$ cat src/rtl/yuv2rgb_stream_converter.sv
// yuv2rgb_stream_converter: 3-stage BT.601 YUV->RGB stream converter; define YUV2RGB_ROUND_EN for round-half-up
module yuv2rgb_stream_converter #(
  parameter int PIX_W      = 8,
  parameter int COEF_W     = 20,
  parameter int FRAC       = 16,
  parameter int Y_OFS      = 16,
  parameter int C_OFS      = 128,
  parameter int NUM_PIXELS = 76800,
  parameter int CNT_W      = 17,
  parameter int K_RY       = 76284,
  parameter int K_RU       = 0,
  parameter int K_RV       = 104595,
  parameter int K_GY       = 76284,
  parameter int K_GU       = -25624,
  parameter int K_GV       = -53281,
  parameter int K_BY       = 76284,
  parameter int K_BU       = 132251,
  parameter int K_BV       = 0
) (
  input  logic               clk,
  input  logic               rst,
  input  logic               clr,
  input  logic               s_valid,
  output logic               s_ready,
  input  logic [PIX_W-1:0]   s_y,
  input  logic [PIX_W-1:0]   s_u,
  input  logic [PIX_W-1:0]   s_v,
  output logic               m_valid,
  input  logic               m_ready,
  output logic [3*PIX_W-1:0] m_rgb,
  output logic               m_last,
  output logic               frame_done
);
  localparam int D_W = PIX_W + 2;
  localparam int P_W = COEF_W + D_W;
  localparam int S_W = P_W + 2;
  localparam int MAXV = 2 ** PIX_W - 1;
  localparam int KC [9] = '{K_RY, K_RU, K_RV, K_GY, K_GU, K_GV, K_BY, K_BU, K_BV};
`ifdef YUV2RGB_ROUND_EN
  localparam logic signed [S_W-1:0] RND = S_W'(1 << (FRAC - 1));
`else
  localparam logic signed [S_W-1:0] RND = '0;
`endif
  logic adv, v1, v2;
  logic [CNT_W-1:0] cnt;
  logic signed [D_W-1:0] d [3];
  logic signed [P_W-1:0] prod [9];
  logic signed [P_W-1:0] p [9];
  logic [PIX_W-1:0] ch [3];
  assign adv = !m_valid || m_ready;
  assign s_ready = adv;
  assign m_last = m_valid && (cnt == CNT_W'(NUM_PIXELS - 1));
  for (genvar i = 0; i < 9; i++) begin : g_mul
    if (KC[i] == 0) begin : g_zero
      assign prod[i] = '0;
    end else begin : g_nz
      localparam logic signed [COEF_W-1:0] K = COEF_W'(KC[i]);
      assign prod[i] = P_W'(d[i % 3]) * P_W'(K);
    end
  end
  for (genvar r = 0; r < 3; r++) begin : g_row
    logic signed [S_W-1:0] sum, sh;
    assign sum = S_W'(p[3*r]) + S_W'(p[3*r+1]) + S_W'(p[3*r+2]) + RND;
    assign sh = sum >>> FRAC;
    assign ch[r] = sh[S_W-1] ? '0 : (sh > S_W'(MAXV)) ? '1 : sh[PIX_W-1:0];
  end
  // stage valids, frame counter and end-of-frame pulse
  always_ff @(posedge clk)
    if (rst || clr) begin
      v1         <= 1'b0;
      v2         <= 1'b0;
      m_valid    <= 1'b0;
      cnt        <= '0;
      frame_done <= 1'b0;
    end else begin
      frame_done <= m_valid && m_ready && m_last;
      if (m_valid && m_ready) cnt <= m_last ? '0 : cnt + 1'b1;
      if (adv) begin
        v1      <= s_valid;
        v2      <= v1;
        m_valid <= v2;
      end
    end
  // offset removal and product registers, held while the output stalls
  always_ff @(posedge clk) begin
    if (adv && s_valid) begin
      d[0] <= $signed({2'b00, s_y}) - D_W'(Y_OFS);
      d[1] <= $signed({2'b00, s_u}) - D_W'(C_OFS);
      d[2] <= $signed({2'b00, s_v}) - D_W'(C_OFS);
    end
    if (adv) p <= prod;
  end
  // saturated row results into the output register
  always_ff @(posedge clk)
    if (rst) m_rgb <= '0;
    else if (adv && v2) m_rgb <= {ch[0], ch[1], ch[2]};
endmodule
$ cat config.mk
export PLATFORM = sky130hd
export DESIGN_NAME = yuv2rgb_stream_converter
export DESIGN_NICKNAME = d
export VERILOG_FILES = /design/src/rtl/yuv2rgb_stream_converter.sv
export SDC_FILE = /design/constraint.sdc
export NUM_CORES = 1
export LEC_CHECK = 0
export BUFFER_PORTS_ARGS = -buffer_cell sky130_fd_sc_hd__buf_2
export CORE_MARGIN = 2
export CORE_UTILIZATION = 50
export CTS_CLUSTER_DIAMETER = 30
export DETAILED_ROUTE_END_ITERATION = 8
export GPL_TIMING_DRIVEN = 0
export PLACE_DENSITY = 0.76
export SETUP_SLACK_MARGIN = 0.05
export SLEW_MARGIN = 15
export SYNTH_ARGS = -nofsm -noshare
export SYNTH_HDL_FRONTEND = slang
export SYNTH_SLANG_ARGS = --single-unit
$ cat constraint.sdc
create_clock -name clk -period 20.3 [get_ports clk]
set_clock_uncertainty 0.1 [all_clocks]
set_input_delay 4.06 -clock clk [delete_from_list [all_inputs] [get_ports clk]]
set_output_delay 4.06 -clock clk [all_outputs]
set_load 0.005 [all_outputs]
Word level (Yosys, flattened, before mapping):

Memory sizes are Yosys's and may differ from the RTL's.
Index checks and enable logic that the tools add are counted.

* logic and storage cells: 46
* register bits: 178
* output and inout bits: 28
* memory bits (writable): 30
* memories kept: 1

Memories
* d: words 3, bits a word 10, rd ports 3, clocked after Yosys merged registers in 0, write ports 3, line 46 `logic signed [D_W-1:0] d [3];`

* add/subtract/negate cells: 8
* multiplexer cells: 9
* reduce and logical (&&, ||, !) cells: 8
* eq/ne operators: 1
* multiply operators: 5
* order comparisons: 3

Operators with widths (count)
* $mux 8: 6
* $add 28x29->30: 1
* $add 29x27->30: 1
* $add 28x26->29: 1
* $add 28x28->29: 1
* $mul 10x19->29 const B: 1
* $gt 14x9->1 const B: 2
* $mul 10x18->28 const B: 1
* $mul 10x17->27 const B: 1
* $mul 10x16->26 const B: 1
* $mul 10x13->23 const B: 1
* $sub 8x8->9 const B: 2
* $add 17x1->17 const B: 1
* $eq 17x17->1 const B: 1
* $mux 17: 1
* $gt 13x9->1 const B: 1
* $sub 8x5->9 const B: 1
* $logic_and 1x1->1: 5
* $logic_or 1x1->1: 2
* $mux 1: 2
* $logic_not 1->1: 1

Depth between registers and ports, before layout:

Gate-level depths: netlist (run 1).

* depth after elaboration: 5
* depth in mapped cells: 22

Worst setup path before layout (run 1):

OpenSTA, ideal clock, no wires.

* path type: in2out
* start point: in m_ready
* end point: out s_ready
* stages on the path: 2
* setup slack: 8.347 ns
* arrival time: 7.793 ns
* cell sequence: nand2b_1 > clkbuf_1

* longest elaborated chain between the ends: 1

Ends and longest elaborated chain
* from (decl): line 29 `input logic m_ready,`
* $logic_or 1x1->1: line 50 `assign adv = !m_valid || m_ready;`
* to (decl): line 24 `output logic s_ready,`

Every way passes these cells.

Worst setup path after layout (run 1):

Same ends and word-level chain as after synthesis.

==> flow_summary.json, run 1 <==
{
  "synthArstFlopShare": 0,
  "grt_pass1_vias": 16520,
  "cp_slowest_stage_delay_ns": 0.36,
  "drive_gt1_frac": 0.0560,
  "hold_class": "reg2reg",
  "grt_pass1_wl_microns": 82000,
  "final_common_cell": "ha_1",
  "synthAdderAreaFrac": 0.430,
  "cts_sinks": 197,
  "path_cells": "buf_2, nand2b_1, clkbuf_4, buf_16, buf_2",
  "wl_per_cell_microns": 17.8,
  "ys.flop_type": "edfxtp_1",
  "cts-resized-gates": 0,
  "rsz0062_at_grt": "false",
  "routed_wl_microns": 50000,
  "cts_tree": "built",
  "die_area_sq_um": 46400,
  "drt_pre_antenna_iters": 6,
  "synth_top_family_by_area": "adder cells",
  "status": "finished, final reports clean",
  "synth_nets": 2797,
  "yosys.area_share.xor_xnor": 0.0615,
  "cts-buffers-inserted": 17,
  "final_cell_mix": "437 x ha_1, 400 x inv_1, 207 x fa_1",
  "ys_seq_area_frac": 0.245,
  "crit_path_end_kind": "output port",
  "crit_type": "in2out",
  "r2r_slack_ns": 13.75,
  "cp_top_family": "buffers and inverters",
  "cts_root_buf": "clkbuf_16",
  "cts_buffer_depth": 2,
  "ys_ff_latch": 197,
  "synth_mux_area_frac": 0.00224,
  "timing.fmax_mhz": 108,
  "port_buffers": 56,
  "worstSetupStartpointType": "input port",
  "setup_tns_ns": 0,
  "synthCells": 2124,
  "ys_types": 78,
  "synth_compound_area_frac": 0.115,
  "relSlewSlack": 0.176,
  "cts_hold_buf": 0,
  "grt_max_degree": 64,
  "coreArea_sq_um": 44100,
  "drc": 0,
  "ant_nets": 0,
  "io_pins": 57,
  "maxSlewViolCount": 0,
  "tightest_slew_ns": 1.23,
  "cts_setup_buffers": 0,
  "drtIter0Drc": 818,
  "required_ns": 16.14,
  "htree_levels": 4,
  "dr_total_vias": 15491,
  "grt.overflow.total": 0,
  "syn_to_final_growth_pct": 7.49,
  "insertion_delay_ns": 0.48,
  "die_h_microns": 215,
  "postSynthAreaPerCell_sq_um": 10.5,
  "antenna_cells": 0,
  "period_minus_slack_ns": 9.30,
  "start_util": 0.507,
  "antenna_found_initial": 0,
  "path_clk_slew_ns": 0.07,
  "die_w_microns": 215,
  "viasPerCell": 5.52,
  "setup_viol": 0,
  "maxCapViolations": 0,
  "synth_edf_count": 152,
  "cp.buffers_inverters": 4,
  "cp_max_fo": 52,
  "dp_hpwl_microns": 41200,
  "synthSimpleGateAreaFrac": 0.0778,
  "grt_usage": 0.225,
  "cpMostUsedCell": "buf_2",
  "crit_path_top_delay_cell": "clkbuf_4",
  "fin_nets": 2875,
  "gp_congestion": 0.920,
  "syn_area_sq_um": 22400,
  "placementRows": 77,
  "hold_viol": 0,
  "cp_data_arrival_time_ns": 5.14,
  "ys_warn_count": 0,
  "post-route-period-util": 0.458,
  "n_fill_cell": 3754
}
[routing by layer]
layer,track usage,routed length [microns],up-vias
met2,0.376,23700,369
met1,0.295,22300,7547
met4,0.0814,1520,0
li1,-,-,7486
met3,0.0369,2530,89
met5,0,0,-
[area by class of cell]
type                    count  area, sq um  share of cell area
repair buffers             59          355              0.0148
plain buffers              10         41.3             0.00172
multi-input cells        1517        15300               0.639
well taps                 592          741              0.0308
inverters                 400         1500              0.0625
clock buffers              20          458              0.0191
flip-flops and latches    197         5470               0.227
clock inverters            12          115             0.00479
[kinds of logic after synthesis]
family                   count (synthesis)
adder cells (fa/ha/maj)                644
buffers and inverters                  410
AO/OA/AOI/OAI                          361
AND/OR/NAND/NOR                        350
flip-flops                             197
XOR/XNOR                               157
multiplexers                             5
[registers in the layout, indices dropped and copies added, names as in the netlist]
signal / cells
cnt: 17
m_rgb: 24
p: 127
m_valid: 1
frame_done: 1
d: 25
v2: 1
v1: 1
[synthesized netlist by cell type (30+ instances only)]
cell | instances | share of area
a21o_1 | 39 | 0.013
a21oi_1 | 100 | 0.022
dfxtp_1 | 45 | 0.040
edfxtp_1 | 152 | 0.20
fa_1 | 207 | 0.19
ha_1 | 437 | 0.24
inv_1 | 400 | 0.067
nand2_1 | 62 | 0.010
nand3_1 | 30 | 0.0067
nor2_1 | 110 | 0.018
nor3_1 | 31 | 0.0069
o21ai_0 | 40 | 0.0090
xnor2_1 | 100 | 0.039
xor2_1 | 57 | 0.022
[per-stage QoR]
stage | cell area (sq um) | util | worst slack [ns] | hold WS, ns | instances
finish | 24000 | 0.544 | 11.00 | 0.388 | 2807
global route | 24000 | 0.544 | 10.92 | 0.412 | 2807
CTS | 24000 | 0.544 | 11.00 | 0.387 | 2807
detailed placement | 23500 | 0.531 | 11.01 | 0.370 | 2775
global placement | 23400 | 0.530 | 6.39 | 0.370 | 2772
floorplan | 22400 | - | 8.35 | 0.354 | 2124
[worst paths after layout]
check / to / from / cells past startpoint
max reg2reg: p[116]$_DFFE_PN_ / d[0][21]$_DFFE_PP_ / 20
min reg2reg: m_rgb[7]$_SDFFE_PP0P_ / m_rgb[7]$_SDFFE_PP0P_ / 1
min: m_rgb[7]$_SDFFE_PP0P_ / m_rgb[7]$_SDFFE_PP0P_ / 1
max: s_ready / m_ready / 5
Power of run 1 is left out: the tool's default activity adds up to more than one toggle a clock period on the data nets, which glitch-free logic cannot reach.
==> run 2, diff against run 1 <==
- ABC_AREA: default -> 1
- PLACE_DENSITY: 0.76 -> 0.79
- clock period: 20.3 -> 8.5 ns (I/O delays scaled with it)
==> run 2 against run 1 <==
Routed wire length up 17%. Critical path type is now reg2reg. Global-route usage up 0.72 points. Sequential share of layout area fell by 2.4 points. First-iteration DRC count up 50%. Non-clock buffer count fell by 5. Die area rose by 12%. Clock-buffer cell count stayed put. Worst setup slack lost 8.4 ns. Synthesized cell count is 40% higher. Largest cell class unchanged. Cell count rose by 33%.
==> flow_summary.json, run 2 <==
{
  "period_minus_slack_ns": 5.86,
  "use_met1": 0.298,
  "yosys.area_share.xor_xnor": 0.0535,
  "cts_root_buf": "clkbuf_16",
  "synth_mux_area_frac": 0.000449,
  "setup_viol": 0,
  "synthArstFlopShare": 0,
  "wl_per_cell_microns": 15.7,
  "cp_slowest_stage_delay_ns": 0.81,
  "port_buffers": 55,
  "ys_warn_count": 0,
  "die_area_sq_um": 51900,
  "synth_nets": 3652,
  "dp_hpwl_microns": 49400,
  "required_ns": 8.64,
  "cp_data_arrival_time_ns": 5.99,
  "die_h_microns": 228,
  "maxCapViolations": 0,
  "synth_compound_area_frac": 0.0835,
  "syn_area_sq_um": 25100,
  "grt_pass1_vias": 19184,
  "ant_nets": 0,
  "cp_max_fo": 9,
  "cts_setup_buffers": 0,
  "holdPathEnd": "cnt[7]$_SDFFE_PP0P_",
  "placed_cell_area_sq_um": 26200,
  "status": "finished, final reports clean",
  "path_clk_slew_ns": 0.09,
  "crit_type": "reg2reg",
  "start_util": 0.503,
  "r2r-end": "p[115]$_DFFE_PN_",
  "synthAdderAreaFrac": 0.384,
  "top_register": "p",
  "synth_area_leader_cell": "ha_1",
  "drive_gt1_frac": 0.0583,
  "yosysMostFrequentCell": "nand2_1",
  "min_from": "cnt[7]$_SDFFE_PP0P_",
  "final_area_sq_um": 26800,
  "viasPerCell": 5.22,
  "cts_tree": "built",
  "holdPathStages": 1,
  "cts_sinks": 197,
  "grt_max_degree": 89,
  "synth.area.top_cells": "ha_1 22%, edfxtp_1 18%, fa_1 17%",
  "final_common_cell": "nand2_1",
  "maxSlewViolCount": 0,
  "antenna_found_initial": 0,
  "grt_use_met3": 0.0429,
  "ys_ff_latch": 197,
  "holdWs_ns": 0.365,
  "use_met2": 0.388,
  "post-route-period-util": 0.689,
  "crit_path_end_kind": "register",
  "cts_hold_buf": 0,
  "hold_viol": 0,
  "die_w_microns": 228,
  "cp_top_family": "adder cells",
  "cts_buffer_depth": 2,
  "drc": 0,
  "r2r_cells": 19,
  "timing.fmax_mhz": 171,
  "coreArea_sq_um": 49900,
  "ys_seq_area_frac": 0.218,
  "fin_nets": 3728,
  "crit_path_top_delay_cell": "fa_1",
  "synthCells": 2979,
  "antenna_cells": 0,
  "top_usage_layer": "met2",
  "grt_pass1_wl_microns": 95200,
  "synth_top_cells_by_count": "634 x nand2_1, 608 x inv_1, 437 x ha_1",
  "ys.flop_type": "edfxtp_1",
  "postSynthAreaPerCell_sq_um": 8.41,
  "synth_top_family_by_area": "adder cells",
  "htree_levels": 4,
  "cpMostUsedCell": "fa_1",
  "relSlewSlack": 0.275,
  "drtIter0Drc": 1225,
  "placementRows": 82,
  "grt.overflow.total": 0,
  "rr_startpoint": "d[0][21]$_DFFE_PP_",
  "synth_edf_count": 152,
  "cp.buffers_inverters": 4,
  "gp_congestion": 0.999,
  "final_cell_mix": "634 x nand2_1, 606 x inv_1, 437 x ha_1",
  "tightest_slew_ns": 1.09,
  "drt_pre_antenna_iters": 6,
  "path_cells": "fa_1, inv_1, fa_1, fa_1, inv_1, fa_1, inv_1, fa_1, inv_1, ha_1, a21oi_1, nor2_1, nor2_1, o21ai_0, a21oi_1, nor2_1, nor2_1, o31ai_1, xor2_1",
  "synthDominantCellAreaShare": 0.218,
  "synthSimpleGateAreaFrac": 0.168,
  "insertion_delay_ns": 0.50,
  "setup_tns_ns": 0,
  "cts-resized-gates": 0,
  "reg.largest.list": "p (127), d (25), m_rgb (24)",
  "hold_class": "reg2reg",
  "r2r_slack_ns": 2.64,
  "syn_to_final_growth_pct": 7.08,
  "dr_total_vias": 19529,
  "grt_usage": 0.232,
  "rsz0062_at_grt": "false",
  "routed_wl_microns": 58600,
  "io_pins": 57,
  "worstSetupStartpointType": "register",
  "cts-buffers-inserted": 17,
  "ys_types": 57,
  "largest_reg_flops": 127
}
[run 2: worst register-to-register path, cell delays in order, from the launching register on]
cell and delay [ns]:
edfxtp_1 0.63, fa_1 0.82, inv_1 0.15, fa_1 0.51
fa_1 0.53, inv_1 0.10, fa_1 0.54, inv_1 0.05
fa_1 0.53, inv_1 0.06, ha_1 0.35, a21oi_1 0.19
nor2_1 0.06, nor2_1 0.07, o21ai_0 0.07, a21oi_1 0.23
nor2_1 0.08, nor2_1 0.26, o31ai_1 0.12, xor2_1 0.15
[run 2: kinds of logic (layout without fill, tap and decap cells)]
family | Yosys count | count (layout)
buf+inv | 620 | 709
simple gates | 1007 | 1007
xor+xnor | 153 | 153
mux | 1 | 1
flops | 197 | 197
fa+ha+maj | 644 | 644
compound gates | 357 | 357
[run 2: how the worst max path moves through the flow]
stage,cells after the start,start,end
2_1_floorplan,2,m_ready,s_ready
3_3_place_gp,5,m_ready,d[0][15]$_DFFE_PP_
3_5_place_dp,19,d[0][21]$_DFFE_PP_,p[115]$_DFFE_PN_
4_1_cts,19,d[0][21]$_DFFE_PP_,p[115]$_DFFE_PN_
5_1_grt,19,d[0][21]$_DFFE_PP_,p[115]$_DFFE_PN_
6_report,19,d[0][21]$_DFFE_PP_,p[115]$_DFFE_PN_
[run 2: area by class of cell]
type	instances	area, sq um
repair buffers	57	323
inverters	613	2310
fillers	4599	23000
flip-flops and latches	197	5470
plain buffers	7	26.3
clock inverters	12	138
well taps	672	841
clock buffers	20	468
multi-input cells	2162	17300
[run 2: per-stage QoR]
step           instances  setup slack (ns)  utilization
2_1_floorplan       2979              2.40            -
3_3_place_gp        3706             0.613        0.525
3_5_place_dp        3708              2.69        0.526
4_1_cts             3740              2.66        0.538
5_1_grt             3740              2.37        0.538
6_report            3740              2.64        0.538
[run 2: routing by layer]
| metal | routed length, microns | vias to the layer above |
|---|---|---|
| li1 | - | 9735 |
| met1 | 25400 | 9197 |
| met2 | 27700 | 484 |
| met3 | 3270 | 113 |
| met4 | 2230 | 0 |
| met5 | 0 | - |
Power of run 2 is left out for the same reason.
